## config.mk

```make
export PLATFORM = sky130hd
export DESIGN_NAME = dds_trigger_loader
export DESIGN_NICKNAME = d
export VERILOG_FILES = /design/src/rtl/dds_trigger_loader.sv
export SDC_FILE = /design/constraint.sdc
export NUM_CORES = 1
export LEC_CHECK = 0
export ABC_AREA = 0
export CORE_ASPECT_RATIO = 1.4
export CORE_MARGIN = 3
export CORE_UTILIZATION = 59
export CTS_BUF_LIST = sky130_fd_sc_hd__clkbuf_8
export DETAILED_ROUTE_END_ITERATION = 16
export PLACE_DENSITY = 0.87
export RECOVER_POWER = 100
export SETUP_SLACK_MARGIN = 0.3
export SYNTH_ARGS = -nofsm -noshare
export SYNTH_HDL_FRONTEND = slang
export SYNTH_SLANG_ARGS = --single-unit
```

## constraint.sdc

```tcl
create_clock -name int_clock -period 4.05 [get_ports int_clock]
set_input_delay 0.6075 -clock int_clock [delete_from_list [all_inputs] [get_ports int_clock]]
set_output_delay 0.6075 -clock int_clock [all_outputs]
set_load 0.02 [all_outputs]
```

## src/rtl/dds_trigger_loader.sv

```systemverilog
// dds_trigger_loader
// Turns each accepted rising edge of an upstream trigger into one complete
// DDS reprogram. The sequence is: latch {INSTR, ftw_in}, shift it out
// MSB-first on a 3-wire bus (csb/sclk/sdio), then pulse io_update.
// Triggers that arrive while a sequence is running are counted, not queued.
// Every output comes straight from a register, so no output can glitch.

module dds_trigger_loader #(
    parameter int unsigned DATA_BITS     = 32,
    parameter logic [7:0]  INSTR         = 8'h02,
    parameter int unsigned CLK_DIV       = 2,
    parameter int unsigned UPDATE_CYCLES = 4
) (
    input  logic                 int_clock,
    input  logic                 reset,
    input  logic                 trigger_in,
    input  logic [DATA_BITS-1:0] ftw_in,
    output logic                 dds_sclk,
    output logic                 dds_sdio,
    output logic                 dds_csb,
    output logic                 dds_io_update,
    output logic                 busy,
    output logic                 done,
    output logic [7:0]           missed_count
);

    // Total frame length: instruction byte plus tuning word.
    localparam int unsigned N       = 8 + DATA_BITS;
    localparam int unsigned CNT_MAX = (CLK_DIV > UPDATE_CYCLES) ? CLK_DIV : UPDATE_CYCLES;
    localparam int unsigned CNT_W   = $clog2(CNT_MAX) + 1;
    localparam int unsigned BIT_W   = $clog2(N + 1);

    localparam logic [CNT_W-1:0] DIV_LAST = CNT_W'(CLK_DIV - 1);
    localparam logic [CNT_W-1:0] UPD_LAST = CNT_W'(UPDATE_CYCLES - 1);
    localparam logic [BIT_W-1:0] BITS_ALL = BIT_W'(N);

    typedef enum logic [2:0] {
        S_IDLE,
        S_SETUP,
        S_SHIFT,
        S_HOLD,
        S_UPDATE,
        S_DONE
    } state_t;

    state_t           r_state;
    logic             r_trig_prev;
    logic [N-1:0]     r_shift;
    logic [CNT_W-1:0] r_cnt;
    logic [BIT_W-1:0] r_bit_cnt;
    logic             r_sclk;
    logic             r_sdio;
    logic             r_csb;
    logic             r_io_update;
    logic             r_busy;
    logic             r_done;
    logic [7:0]       r_missed;

    state_t           w_state_nxt;
    logic [N-1:0]     w_shift_nxt;
    logic [CNT_W-1:0] w_cnt_nxt;
    logic [BIT_W-1:0] w_bit_cnt_nxt;
    logic             w_sclk_nxt;
    logic             w_sdio_nxt;
    logic             w_csb_nxt;
    logic             w_io_update_nxt;
    logic             w_busy_nxt;
    logic             w_done_nxt;
    logic [7:0]       w_missed_nxt;
    logic             w_rise;
    logic             w_div_last;

    assign w_rise     = trigger_in & ~r_trig_prev;
    assign w_div_last = (r_cnt == DIV_LAST);

    // Next-state and next-output decode for the load/shift/update sequence.
    // NOTE: every signal gets its default first, so no path through the case leaves one unassigned and no latch is inferred.
    always_comb begin
        w_state_nxt     = r_state;
        w_shift_nxt     = r_shift;
        w_cnt_nxt       = r_cnt + 1'b1;
        w_bit_cnt_nxt   = r_bit_cnt;
        w_sclk_nxt      = r_sclk;
        w_csb_nxt       = r_csb;
        w_io_update_nxt = r_io_update;
        w_busy_nxt      = r_busy;
        w_done_nxt      = 1'b0;

        case (r_state)
            S_IDLE: begin
                w_cnt_nxt = '0;
                if (w_rise) begin
                    w_state_nxt   = S_SETUP;
                    w_shift_nxt   = {INSTR, ftw_in};
                    w_bit_cnt_nxt = '0;
                    w_busy_nxt    = 1'b1;
                    w_csb_nxt     = 1'b0;
                end
            end
            S_SETUP: begin
                // csb low with MSB on sdio for one half-period before the first sclk rise.
                if (w_div_last) begin
                    w_state_nxt = S_SHIFT;
                    w_sclk_nxt  = 1'b1;
                    w_cnt_nxt   = '0;
                end
            end
            S_SHIFT: begin
                if (w_div_last) begin
                    w_cnt_nxt = '0;
                    if (r_sclk) begin
                        // Falling edge: present the next bit (zero after the last one).
                        w_sclk_nxt    = 1'b0;
                        w_shift_nxt   = {r_shift[N-2:0], 1'b0};
                        w_bit_cnt_nxt = r_bit_cnt + 1'b1;
                    end else if (r_bit_cnt == BITS_ALL) begin
                        w_state_nxt = S_HOLD;
                        w_csb_nxt   = 1'b1;
                    end else begin
                        w_sclk_nxt = 1'b1;
                    end
                end
            end
            S_HOLD: begin
                if (w_div_last) begin
                    w_state_nxt     = S_UPDATE;
                    w_io_update_nxt = 1'b1;
                    w_cnt_nxt       = '0;
                end
            end
            S_UPDATE: begin
                if (r_cnt == UPD_LAST) begin
                    w_state_nxt     = S_DONE;
                    w_io_update_nxt = 1'b0;
                    w_done_nxt      = 1'b1;
                    w_cnt_nxt       = '0;
                end
            end
            S_DONE: begin
                w_state_nxt = S_IDLE;
                w_busy_nxt  = 1'b0;
                w_cnt_nxt   = '0;
            end
            default: begin
                w_state_nxt     = S_IDLE;
                w_sclk_nxt      = 1'b0;
                w_csb_nxt       = 1'b1;
                w_io_update_nxt = 1'b0;
                w_busy_nxt      = 1'b0;
                w_cnt_nxt       = '0;
            end
        endcase

        // sdio always mirrors the MSB of the frame while the bus is selected.
        w_sdio_nxt = ((w_state_nxt == S_SETUP) || (w_state_nxt == S_SHIFT)) ? w_shift_nxt[N-1] : 1'b0;

        // Any rise outside IDLE (which includes the DONE cycle) is a missed trigger.
        w_missed_nxt = r_missed;
        if (w_rise && (r_state != S_IDLE) && (r_missed != 8'hFF)) begin
            w_missed_nxt = r_missed + 8'd1;
        end
    end

    // State and output registers; reset aborts any sequence in progress.
    // NOTE: non-blocking assignments so every register updates from the same pre-edge values.
    always_ff @(posedge int_clock) begin
        if (reset) begin
            r_state     <= S_IDLE;
            r_trig_prev <= 1'b1;
            r_shift     <= '0;
            r_cnt       <= '0;
            r_bit_cnt   <= '0;
            r_sclk      <= 1'b0;
            r_sdio      <= 1'b0;
            r_csb       <= 1'b1;
            r_io_update <= 1'b0;
            r_busy      <= 1'b0;
            r_done      <= 1'b0;
            r_missed    <= 8'd0;
        end else begin
            r_state     <= w_state_nxt;
            r_trig_prev <= trigger_in;
            r_shift     <= w_shift_nxt;
            r_cnt       <= w_cnt_nxt;
            r_bit_cnt   <= w_bit_cnt_nxt;
            r_sclk      <= w_sclk_nxt;
            r_sdio      <= w_sdio_nxt;
            r_csb       <= w_csb_nxt;
            r_io_update <= w_io_update_nxt;
            r_busy      <= w_busy_nxt;
            r_done      <= w_done_nxt;
            r_missed    <= w_missed_nxt;
        end
    end

    assign dds_sclk      = r_sclk;
    assign dds_sdio      = r_sdio;
    assign dds_csb       = r_csb;
    assign dds_io_update = r_io_update;
    assign busy          = r_busy;
    assign done          = r_done;
    assign missed_count  = r_missed;

endmodule

```

* Word-level counts from Yosys, hierarchy flattened
Cells that the tools add are included.
Operators by class: reduce and logical (&&, ||, !) cells 18, $add $sub $neg 3, equal/unequal tests 19, mux-type cells 34, bitwise logic cells 8
Operators with widths (count):
- two-way mux 40 bit | 3
- case mux 40 bit (2 select lines) | 1
- two-way mux 3 bit | 9
- two-way mux 6 bit | 3
- inequality test 2 bit, second input constant | 8
- OR reduction 4 bit | 4
- case mux 3 bit (5 select lines) | 1
- equality test 3 x 2 -> 1 bit, second input constant | 4
- case mux 6 bit (2 select lines) | 1
- two-way mux 1 bit | 11
- equality test 3 x 1 -> 1 bit, second input constant | 3
- case mux 1 bit (3 select lines) | 3
- adder 8 x 1 -> 8 bit, second input constant | 1
- inequality test 8 bit, second input constant | 1
- inverter 1 bit | 7
- adder 6 x 1 -> 6 bit, second input constant | 1
- equality test 3 bit, second input constant | 2
- equality test 6 bit, second input constant | 1
- case mux 3 bit (2 select lines) | 1
- AND reduction 3 bit | 2
- AND reduction 5 bit | 1
- AND reduction 4 bit | 1
- OR reduction 2 bit | 2
- adder 3 x 1 -> 3 bit, second input constant | 1
- 9 further kinds | 10
Word-level totals: bits of input ports 35, word-level logic and storage cells 95, output and inout bits 14, flip-flop bits (word level) 67

* Depth between registers and ports, before layout
Gate-level depths: netlist (run 1).
depth in word-level cells 9, mapped depth 9

* Least setup slack after synthesis (run 1)
OpenSTA, ideal clock, no wires.
path type input-to-reg, start in trigger_in, end reg r_shift[31], data arrival time 1.604 ns, setup time 0.071 ns, path buffers 3, cell stages on the path 7, slack 2.375 ns, path through nor2b_1 -> clkbuf_4 -> a32oi_2 -> buf_6 -> buf_2 -> nand2_1 -> a21oi_1
Between the ends: longest elaborated chain between the ends 3
RTL lines:
- from (decl) | line 16 | input logic trigger_in,
- bitwise AND 1 bit | line 73 | assign w_rise = trigger_in & ~r_trig_prev;
- inequality test 2 bit (no line)
- AND reduction 4 bit (no line)
- to (signal assigned) | line 183 | r_shift <= w_shift_nxt;
- to (decl) | line 48 | logic [N-1:0] r_shift;
Every way passes these cells. A chain may end at the register's enable or synchronous reset.

* Worst setup path after layout (run 1)
start reg r_cnt[0], end reg r_shift[31]
Between the ends: longest elaborated chain between the ends 3
RTL lines:
- from (decl) | line 49 | logic [CNT_W-1:0] r_cnt;
- from (signal assigned) | line 184 | r_cnt <= w_cnt_nxt;
- equality test 3 x 1 -> 1 bit | line 74 | assign w_div_last = (r_cnt == DIV_LAST);
- inequality test 2 bit (no line)
- AND reduction 4 bit (no line)
Every way passes these cells.

==> results.md, run 1 <==
* CP Class: reg2reg
* DPL Wire Length at 3.95 mm
* Mapped cell area at 2950 µm²
* Max-slew violations at 65
* Initial DRC Count at 221
* CTS tree: yes
* First-pass iteration count of the detailed router at 5
* R2R Setup Slk at 1040 ps
* Clock buffer count from CTS at 9
* CP endpoint kind: flop
* N_diodes at 0
* Ys flop type: dfxtp_1
* CP cell instances: ha_1, nor2b_1, and3_1, clkbuf_1, a22oi_1, a21oi_1
* Final Cell Area at 3510 µm²
* Gr ovfl total at 0
* Largest cells by area after synthesis: dfxtp_1 46%, a22oi_1 10%, a21oi_1 7.1%
* Syn_nets at 373
* Worst Path Required at 4280 ps
* Synth cell types at 49
* Outcome: finished, violations left
* Share of synthesized flip-flops with an asynchronous set or reset at 0
* Area of the core at 4680 µm²
* Area Growth Syn to Fin at 19.2%
* Seq/Total Area, Yosys at 0.455
* Placed cell area at 3360 µm²
* RR Endpoint: r_shift[31]
* Worst Reg-to-Reg Cells at 6
* Drt via density at 5.74
* DR WL/cell at 14.1 µm
* Largest net degree at the start of global routing at 65
* Root buf cell: clkbuf_8
* Fin crit period at 3010 ps
* Crit. Startpoint: r_cnt[0]
* Final hold vios at 0
* WP data arrival at 3250 ps
* Port buffer count at 48
* Reg-to-reg startpoint: r_cnt[0]
* Synth warn at 0
* Final layout net count at 408
* Placer Congestion at 0.844
* Yosys reg bits at 67
* Number of cells on the worst hold path at 1
* H-tree depth at 3
* CP max-delay cell: clkbuf_1
* Die W at 65.7 µm
* DP Cell Count at 417
* Clock-pin slew on the worst setup and hold paths at 60 ps
* P_leak at 0.00124 µW
* Via count at 2481
* Flop pwr share at 0.552
* Tot GR Track Use at 0.221
* Die ar. at 5890 µm²
* Post-synth top area share at 0.455
* Failing checks: capacitance limit, slew limit
* Startpoint types: flop
* Worst vdd ir at 0.296 mV
* Switching share of total power at 0.231
* Max-cap violations at 1
* Clock skew at 4.96 ps
* Vias in the first global route at 2370
* Sw power at 286 µW
* Mapped Cells at 331
* # DRC at 0
* Slew headroom at -0.692
* Post-CTS Setup Repair Bufs at 0
* CTS max path bufs at 2
* Slew @ Worst Pin at 2540 ps
* RSZ-0062 raised after global routing: no
* Fin crit share at 0.744
* Antenna violations before repair at 0
* Total Neg Setup Slack at 0 ps
* Post-route insts no fill at 432
* Clock sink count at 67
* WL final at 6.10 mm
* Hold path endpoint: r_cnt[0]
* Mean Syn Cell Area at 8.90 µm²
* Yosys top cell by area: dfxtp_1
* Fmax at 332 MHz
* Detail Route Antenna Nets at 0
* Layout cells sized above 1 at 0.0622
* PD cells at 352 nW/µm²
* Int Power at 950 µW
* Post-synth EDFFs at 0
* Hold Crit Start: r_cnt[0]
* Hold Crit Class: reg2reg
* Worst skew pair latency at 330 ps
* Comb power frac at 0.076
* Hold-fix buffer count after cts at 0
* I/O Pins at 49
* Global-route wire length before repair at 10.1 mm
* Min Hold Slack at 450 ps
* Worst-path fanout max at 22
* Die Y at 89.6 µm
* Clk pwr share at 0.372
* Final setup viols at 0
* Crit-path max cell delay at 760 ps
* Cell Rows at 29
* Post-CTS Resized at 0
* Initial Util at 0.630
## per-stage QoR
step | power, µW | setup slack (ps) | utilization
after global placement | 789 | 1500 | 0.718
after CTS | 1250 | 1510 | 0.752
after floorplan | 750 | 2370 | -
after detailed placement | 791 | 1430 | 0.718
final | 1240 | 1040 | 0.750
after global routing | 1290 | 709 | 0.750
## cells in the mapped netlist (2+ instances only)
cell and instances:
and3_1 2, o21ai_0 9, xor2_1 4, clkbuf_1 7
nand3b_1 2, nor2b_1 6, mux2_2 2, mux2i_1 4
nor4_1 3, buf_2 13, nand4_1 2, a21oi_1 42
or3_1 6, or4_1 2, inv_1 6, nor3_1 4
nand2b_1 2, nand3_1 8, nand2_1 44, a22oi_1 40
ha_1 7, buf_6 3, dfxtp_1 67, nor2_1 21
## state kept, by name, indices dropped and copies added (netlist names)
name	cells
busy	1
r_shift	40
dds_sclk	1
r_state	3
done	1
missed_count	8
dds_sdio	1
r_bit_cnt	6
r_trig_prev	1
r_cnt	3
dds_io_update	1
dds_csb	1
## critical path, delay by kind of cell, from the launching register on
family                     cells  cell delay (ps)
adders and majority gates      1              170
DFF                            1              350
and+or+nand+nor                2             1250
AOI/OAI and AO/OA              2              380
buffers and inverters          1              760
## per-layer routing
metal / up-vias / global-route usage / wire, µm
met1: 1151 / 0.254 / 2670
li1: 1258 / - / -
met4: 0 / 0.115 / 140
met2: 58 / 0.380 / 3030
met3: 14 / 0.0498 / 255
met5: - / 0 / 0
## power by group through the flow
stage | logic (µW) | registers (µW) | clock network, µW
6_report | 93.6 | 683 | 460
5_1_grt | 103 | 684 | 501
4_1_cts | 94.8 | 683 | 468
3_5_place_dp | 93.5 | 697 | 0
3_3_place_gp | 92.6 | 697 | 0
2_1_floorplan | 53.9 | 696 | 0
## placed cells by master, fill, tap and decap left out, types with 3 or more instances in the layout
cell and instances:
nor3_1 4, a21oi_1 42, nor4_1 3, nand2_1 44, clkbuf_8 10, inv_1 9, nand3_1 8, nor2_1 21
mux2i_1 4, xor2_1 4, dlygate4sd3_1 14, o21ai_0 9, a22oi_1 40, nor2b_1 6, or3_1 6, ha_1 7
dfxtp_1 67, clkdlybuf4s50_1 33
## worst max path at each step
stage	to	slack, ps	cells past startpoint
5_1_grt	r_shift[31]	710	6
3_5_place_dp	r_bit_cnt[4]	1430	6
6_report	r_shift[31]	1040	6
4_1_cts	r_shift[18]	1510	6
3_3_place_gp	r_bit_cnt[5]	1500	6
2_1_floorplan	r_shift[31]	2370	7
## final cells by class
type,instances,area (µm²)
multi-input cells,231,1420
flip-flops and latches,67,1340
fillers,360,1170
repair buffers,50,485
clock buffers,10,138
well taps,62,77.6
inverters,7,26.3
clock inverters,5,23.8
## cell families after synthesis
family | after synthesis | synth area share
simple gates | 111 | 0.189
fa+ha+maj | 7 | 0.0297
buf+inv | 33 | 0.0611
mux | 6 | 0.0212
flops | 67 | 0.455
compound gates | 103 | 0.231
xor+xnor | 4 | 0.0119
(Power assumes the default switching activity.)
==> inputs of run 2 (changes only) <==
--- a/config.mk
+++ b/config.mk
@@ -8,10 +8,10 @@
 export ABC_AREA = 0
 export CORE_ASPECT_RATIO = 1.4
 export CORE_MARGIN = 3
-export CORE_UTILIZATION = 59
+export CORE_UTILIZATION = 55
 export CTS_BUF_LIST = sky130_fd_sc_hd__clkbuf_8
 export DETAILED_ROUTE_END_ITERATION = 16
-export PLACE_DENSITY = 0.87
+export PLACE_DENSITY = 0.82
 export RECOVER_POWER = 100
 export SETUP_SLACK_MARGIN = 0.3
 export SYNTH_ARGS = -nofsm -noshare
==> constraint.sdc (replaced) <==
create_clock -name int_clock -period 2.8 [get_ports int_clock]
set_input_delay 0.42 -clock int_clock [delete_from_list [all_inputs] [get_ports int_clock]]
set_output_delay 0.42 -clock int_clock [all_outputs]
set_load 0.02 [all_outputs]
==> results.md, run 2 (synthesis results as in run 1) <==
* Port buffer count at 48 (unchanged)
* Clock buffer count from CTS at 9 (unchanged)
* Layout cells sized above 1 at 0.0849 (was 0.0622)
* Initial DRC Count at 205 (was 221)
* N_diodes at 0 (unchanged)
* Placer Congestion at 0.851 (was 0.844)
* Fillers at 390 (was 360)
* Clk pwr share at 0.435 (was 0.372)
* Fmax at 431 MHz (was 332 MHz)
* Max FFs per register at 40 (unchanged)
* P_leak at 0.00129 µW (was 0.00124 µW)
* Hold Crit Class: reg2reg (unchanged)
* Tot GR Track Use at 0.210 (was 0.221)
* FF+latch area at 1340 µm² (unchanged)
* Slew headroom at -0.132 (was -0.692)
* First-pass iteration count of the detailed router at 4 (was 5)
* Pwr Total at 1990 µW (was 1240 µW)
* Startpoint types: flop (unchanged)
* Failing checks: capacitance limit, slew limit (unchanged)
* Switching share of total power at 0.218 (was 0.231)
* CP Class: reg2reg (unchanged)
* Die Y at 92.6 µm (was 89.6 µm)
* Fin crit period at 2320 ps (was 3010 ps)
* I/O Pins at 49 (unchanged)
* H-tree depth at 3 (unchanged)
* CTS tree: yes (unchanged)
* WP data arrival at 2460 ps (was 3250 ps)
* Antenna violations before repair at 0 (unchanged)
* RSZ-0062 raised after global routing: no (unchanged)
* Max-cap violations at 1 (unchanged)
* Worst-path fanout max at 15 (was 22)
* Post-CTS Setup Repair Bufs at 0 (unchanged)
* Vias in the first global route at 2304 (was 2370)
* Clock sink count at 67 (unchanged)
* Drt via density at 5.70 (was 5.74)
* Max-slew violations at 44 (was 65)
* Global-route wire length before repair at 10.2 mm (was 10.1 mm)
* Die ar. at 6280 µm² (was 5890 µm²)
* Worst vdd ir at 0.359 mV (was 0.296 mV)
* Worst Path Required at 2940 ps (was 4280 ps)
* Hold-fix buffer count after cts at 0 (unchanged)
* Comb power frac at 0.069 (was 0.076)
* Worst skew pair latency at 340 ps (was 330 ps)
* DPL Wire Length at 4.08 mm (was 3.95 mm)
* # DRC at 0 (unchanged)
* Area of the multi-input gates at 1420 µm² (unchanged)
* Gr ovfl total at 0 (unchanged)
* Int Power at 1560 µW (was 950 µW)
* Most common cell after layout, fill and taps aside: dfxtp_1 (unchanged)
* Root buf cell: clkbuf_8 (unchanged)
* Fin crit share at 0.828 (was 0.744)
* Cell Rows at 30 (was 29)
* Total Neg Setup Slack at 0 ps (unchanged)
* Final setup viols at 0 (unchanged)
* Detail Route Antenna Nets at 0 (unchanged)
* Clock-pin slew on the worst setup and hold paths at 70 ps (was 60 ps)
* Final hold vios at 0 (unchanged)
* Die W at 67.9 µm (was 65.7 µm)
* Sw power at 435 µW (was 286 µW)
* Clock skew at 6.36 ps (was 4.96 ps)
* Area of the core at 5030 µm² (was 4680 µm²)
* Commonest non-fill, non-tap cells in the layout: 67 x dfxtp_1, 44 x nand2_1, 42 x a21oi_1, 40 x a22oi_1, 32 x clkdlybuf4s50_1 (was 67 x dfxtp_1, 44 x nand2_1, 42 x a21oi_1, 40 x a22oi_1, 33 x clkdlybuf4s50_1)
* Via count at 2514 (was 2481)
* Outcome: finished, violations left (unchanged)
* PD cells at 551 nW/µm² (was 352 nW/µm²)
* WL final at 6.16 mm (was 6.10 mm)
* Flop pwr share at 0.496 (was 0.552)
* CTS max path bufs at 2 (unchanged)
* DR WL/cell at 14.0 µm (was 14.1 µm)
* Largest net degree at the start of global routing at 44 (was 65)
* Final layout net count at 414 (was 408)
* Slew @ Worst Pin at 1700 ps (was 2540 ps)
* Post-CTS Resized at 0 (unchanged)
* Reg with most FFs: r_shift (unchanged)
* Initial Util at 0.586 (was 0.630)
* Area Growth Syn to Fin at 22.6% (was 19.2%)
* CP endpoint kind: flop (unchanged)
## run 2: cell count changes in the layout (fill, tap and decap cells not counted)
| cell | change |
|---|---|
| clkbuf_1 | +1 |
| clkinvlp_4 | -1 |
| inv_1 | -3 |
| clkbuf_2 | +2 |
| clkdlybuf4s50_1 | -1 |
| bufinv_16 | +1 |
| clkinv_4 | +1 |
| dlygate4sd3_1 | +1 |
| clkbuf_8 | +3 |
| buf_4 | +3 |
## run 2: worst paths after layout
path	startpoint	to	slack, ps	depth (start not counted)
setup reg to reg	r_state[1]	r_shift[33]	480	5
hold reg to reg	r_shift[23]	r_shift[23]	450	2
hold / removal	r_shift[23]	r_shift[23]	450	2
setup / recovery	r_state[1]	r_shift[33]	480	5
## run 2: power groups by stage
stage,clock network (µW),registers [µW],logic (µW)
3_3_place_gp,0,1010,138
4_1_cts,879,987,141
2_1_floorplan,0,1010,77.9
5_1_grt,918,989,152
6_report,865,987,138
3_5_place_dp,0,1010,140
## run 2: worst max-delay path, stage by stage, from the launching register on
cell and delay (ps):
dfxtp_1 640, nor3b_4 350, and3_1 390, clkbuf_1 430, mux2i_1 240, a21oi_1 80
## run 2: per-layer routing
metal	global-route usage	vias to the layer above	routed length, µm
met5	0	-	0
met4	0.0995	0	110
met3	0.0546	10	342
met2	0.335	64	2980
met1	0.258	1169	2730
li1	-	1271	-
## run 2: area by class of cell
type / count / share of cell area
clock buffers: 13 / 0.0495
flip-flops and latches: 67 / 0.371
inverters: 7 / 0.00727
well taps: 64 / 0.0222
clock inverters: 3 / 0.0121
multi-input cells: 231 / 0.393
repair buffers: 56 / 0.144
## run 2: per-stage QoR
stage | util | hold WS (ps) | cells | cell area [µm²] | setup WS, ps
2_1_floorplan | - | 421 | 331 | 2950 | 1220
3_3_place_gp | 0.678 | 431 | 425 | 3410 | 636
3_5_place_dp | 0.678 | 441 | 425 | 3410 | 597
4_1_cts | 0.722 | 457 | 441 | 3630 | 730
5_1_grt | 0.718 | 472 | 441 | 3610 | 305
6_report | 0.718 | 455 | 441 | 3610 | 481
==> inputs of run 3 (changes only) <==
==> constraint.sdc (replaced) <==
create_clock -name int_clock -period 2.26 [get_ports int_clock]
set_input_delay 0.339 -clock int_clock [delete_from_list [all_inputs] [get_ports int_clock]]
set_output_delay 0.339 -clock int_clock [all_outputs]
set_load 0.02 [all_outputs]
==> results.md, run 3 (synthesis results as in run 1) <==
* Largest net degree at the start of global routing at 41 (was 44)
* Startpoint types: flop (unchanged)
* First-pass iteration count of the detailed router at 5 (was 4)
* Area Growth Syn to Fin at 22.2% (was 22.6%)
* CP Class: reg2reg (unchanged)
* CP cell instances: or3_1, o211ai_1, or4_1, a21oi_1 (was nor3b_4, and3_1, clkbuf_1, mux2i_1, a21oi_1)
* Hold Crit Class: reg2reg (unchanged)
* WP data arrival at 2210 ps (was 2460 ps)
* PD cells at 647 nW/µm² (was 551 nW/µm²)
* RSZ-0062 raised after global routing: no (unchanged)
* Fin crit share at 0.854 (was 0.828)
* Clock sink count at 67 (unchanged)
* Post-CTS Resized at 0 (unchanged)
* Antenna violations before repair at 0 (unchanged)
* Reg with most FFs: r_shift (unchanged)
* WL final at 6.43 mm (was 6.16 mm)
* N_diodes at 0 (unchanged)
* Die ar. at 6280 µm² (unchanged)
* # DRC at 0 (unchanged)
* Outcome: finished clean (was finished, violations left)
* DR WL/cell at 14.5 µm (was 14.0 µm)
* Final setup viols at 0 (unchanged)
* Worst-path fanout max at 14 (was 15)
* Most common cell after layout, fill and taps aside: dfxtp_1 (unchanged)
* Port buffer count at 48 (unchanged)
* Max-slew violations at 0 (was 44)
* CTS tree: yes (unchanged)
* Crit-path max cell delay at 630 ps (was 640 ps)
* Initial Util at 0.586 (unchanged)
* Initial DRC Count at 265 (was 205)
* Final layout net count at 416 (was 414)
* Max-cap violations at 0 (was 1)
* Die Y at 92.6 µm (unchanged)
* Slew headroom at 0.567 (was -0.132)
* Placer Congestion at 0.877 (was 0.851)
* Number of cells on the worst hold path at 2 (unchanged)
* Clock-pin slew on the worst setup and hold paths at 70 ps (about the same)
* Clock skew at 8.09 ps (was 6.36 ps)
* Min Hold Slack at 456 ps (was 455 ps)
* RR Endpoint: missed_count[6] (was r_shift[33])
* Drt via density at 5.72 (was 5.70)
* Area of the core at 5030 µm² (unchanged)
* Detail Route Antenna Nets at 0 (unchanged)
* DPL Wire Length at 4.32 mm (was 4.08 mm)
* Post-CTS Setup Repair Bufs at 0 (unchanged)
* Slew @ Worst Pin at 646 ps (was 1700 ps)
* CTS max path bufs at 2 (unchanged)
* Worst Path Required at 2540 ps (was 2940 ps)
* Worst vdd ir at 0.432 mV (was 0.359 mV)
* Via count at 2532 (was 2514)
* Hold-fix buffer count after cts at 0 (unchanged)
* Root buf cell: clkbuf_8 (unchanged)
* Total Neg Setup Slack at 0 ps (unchanged)
* Die W at 67.9 µm (unchanged)
* Fmax at 518 MHz (was 431 MHz)
* Hold path endpoint: r_shift[4] (was r_shift[23])
* Final hold vios at 0 (unchanged)
* Max FFs per register at 40 (unchanged)
* Fillers at 401 (was 390)
* Hold Crit Start: r_shift[4] (was r_shift[23])
* Worst Reg-to-Reg Cells at 4 (was 5)
* P_leak at 0.00130 µW (was 0.00129 µW)
* Final Cell Area at 3600 µm² (was 3610 µm²)
* Worst skew pair latency at 350 ps (was 340 ps)
* Vias in the first global route at 2432 (was 2304)
* Reg-to-reg startpoint: r_state[0] (was r_state[1])
* Tot GR Track Use at 0.219 (was 0.210)
* Clock buffer count from CTS at 9 (unchanged)
* Layout cells sized above 1 at 0.0818 (was 0.0849)
* H-tree depth at 3 (unchanged)
* Fin crit period at 1930 ps (was 2320 ps)
* CP max-delay cell: dfxtp_1 (unchanged)
* Global-route wire length before repair at 10.6 mm (was 10.2 mm)
* Commonest non-fill, non-tap cells in the layout: 67 x dfxtp_1, 44 x nand2_1, 42 x a21oi_1, 40 x a22oi_1, 32 x clkdlybuf4s50_1 (unchanged)
* CP endpoint kind: flop (unchanged)
* Placed cell area at 3450 µm² (was 3410 µm²)
* I/O Pins at 49 (unchanged)
* Cell Rows at 30 (unchanged)
* R2R Setup Slk at 330 ps (was 480 ps)
* Gr ovfl total at 0 (unchanged)
run 3: cell types whose count changed in the layout (fill, tap and decap cells not counted), sizes merged:
| cell | previous run | this run |
|---|---|---|
| clkbuf | 18 | 11 |
| clkinv | 2 | 4 |
| buf | 4 | 9 |
| inv | 7 | 9 |
run 3: layer usage:
metal	vias to the layer above	share of wire	global-route usage
met3	10	0.059	0.0740
met4	0	0.015	0.0929
met2	76	0.51	0.362
li1	1272	-	-
met5	-	0	0
met1	1174	0.42	0.250
run 3: worst max path at each step:
| stage | startpoint | to | slack, ps | cells after the start |
|---|---|---|---|---|
| global placement | trigger_in | r_shift[31] | 280 | 8 |
| finish | r_state[0] | missed_count[6] | 330 | 4 |
| detailed placement | trigger_in | r_shift[16] | 230 | 8 |
| global route | missed_count[0] | missed_count[3] | 220 | 5 |
| floorplan | r_cnt[1] | r_shift[31] | 680 | 9 |
| CTS | r_state[0] | r_bit_cnt[3] | 410 | 5 |
run 3: area by class of cell:
type                       instances  area, µm²  share of cell area
clock buffer                       9        124              0.0344
clock inverter                     7       61.3              0.0170
inverter                           7       26.3             0.00730
multi-input combinational        231       1400               0.389
sequential                        67       1340               0.373
tap                               64       80.1              0.0222
timing repair buffer              58        568               0.158
run 3: through the flow:
| stage | util | cells | power, µW | setup WS, ps |
|---|---|---|---|---|
| after floorplan | - | 331 | 1340 | 679 |
| after global placement | 0.686 | 427 | 1420 | 284 |
| after detailed placement | 0.686 | 427 | 1430 | 231 |
| after CTS | 0.722 | 443 | 2360 | 412 |
| after global routing | 0.716 | 443 | 2420 | 217 |
| final | 0.716 | 443 | 2330 | 331 |
run 3: report_power, final:
group          total [µW]  switching [µW]  internal [µW]
Clock                 933             436            497
Combinational         175            81.0           93.8
Sequential           1220            16.9           1210
run 3: critical path: cells and delay by family, from the launching register on:
| kind | cells | cell delay, ps |
|---|---|---|
| DFF | 1 | 630 |
| AOI/OAI and AO/OA | 2 | 450 |
| and+or+nand+nor | 2 | 790 |
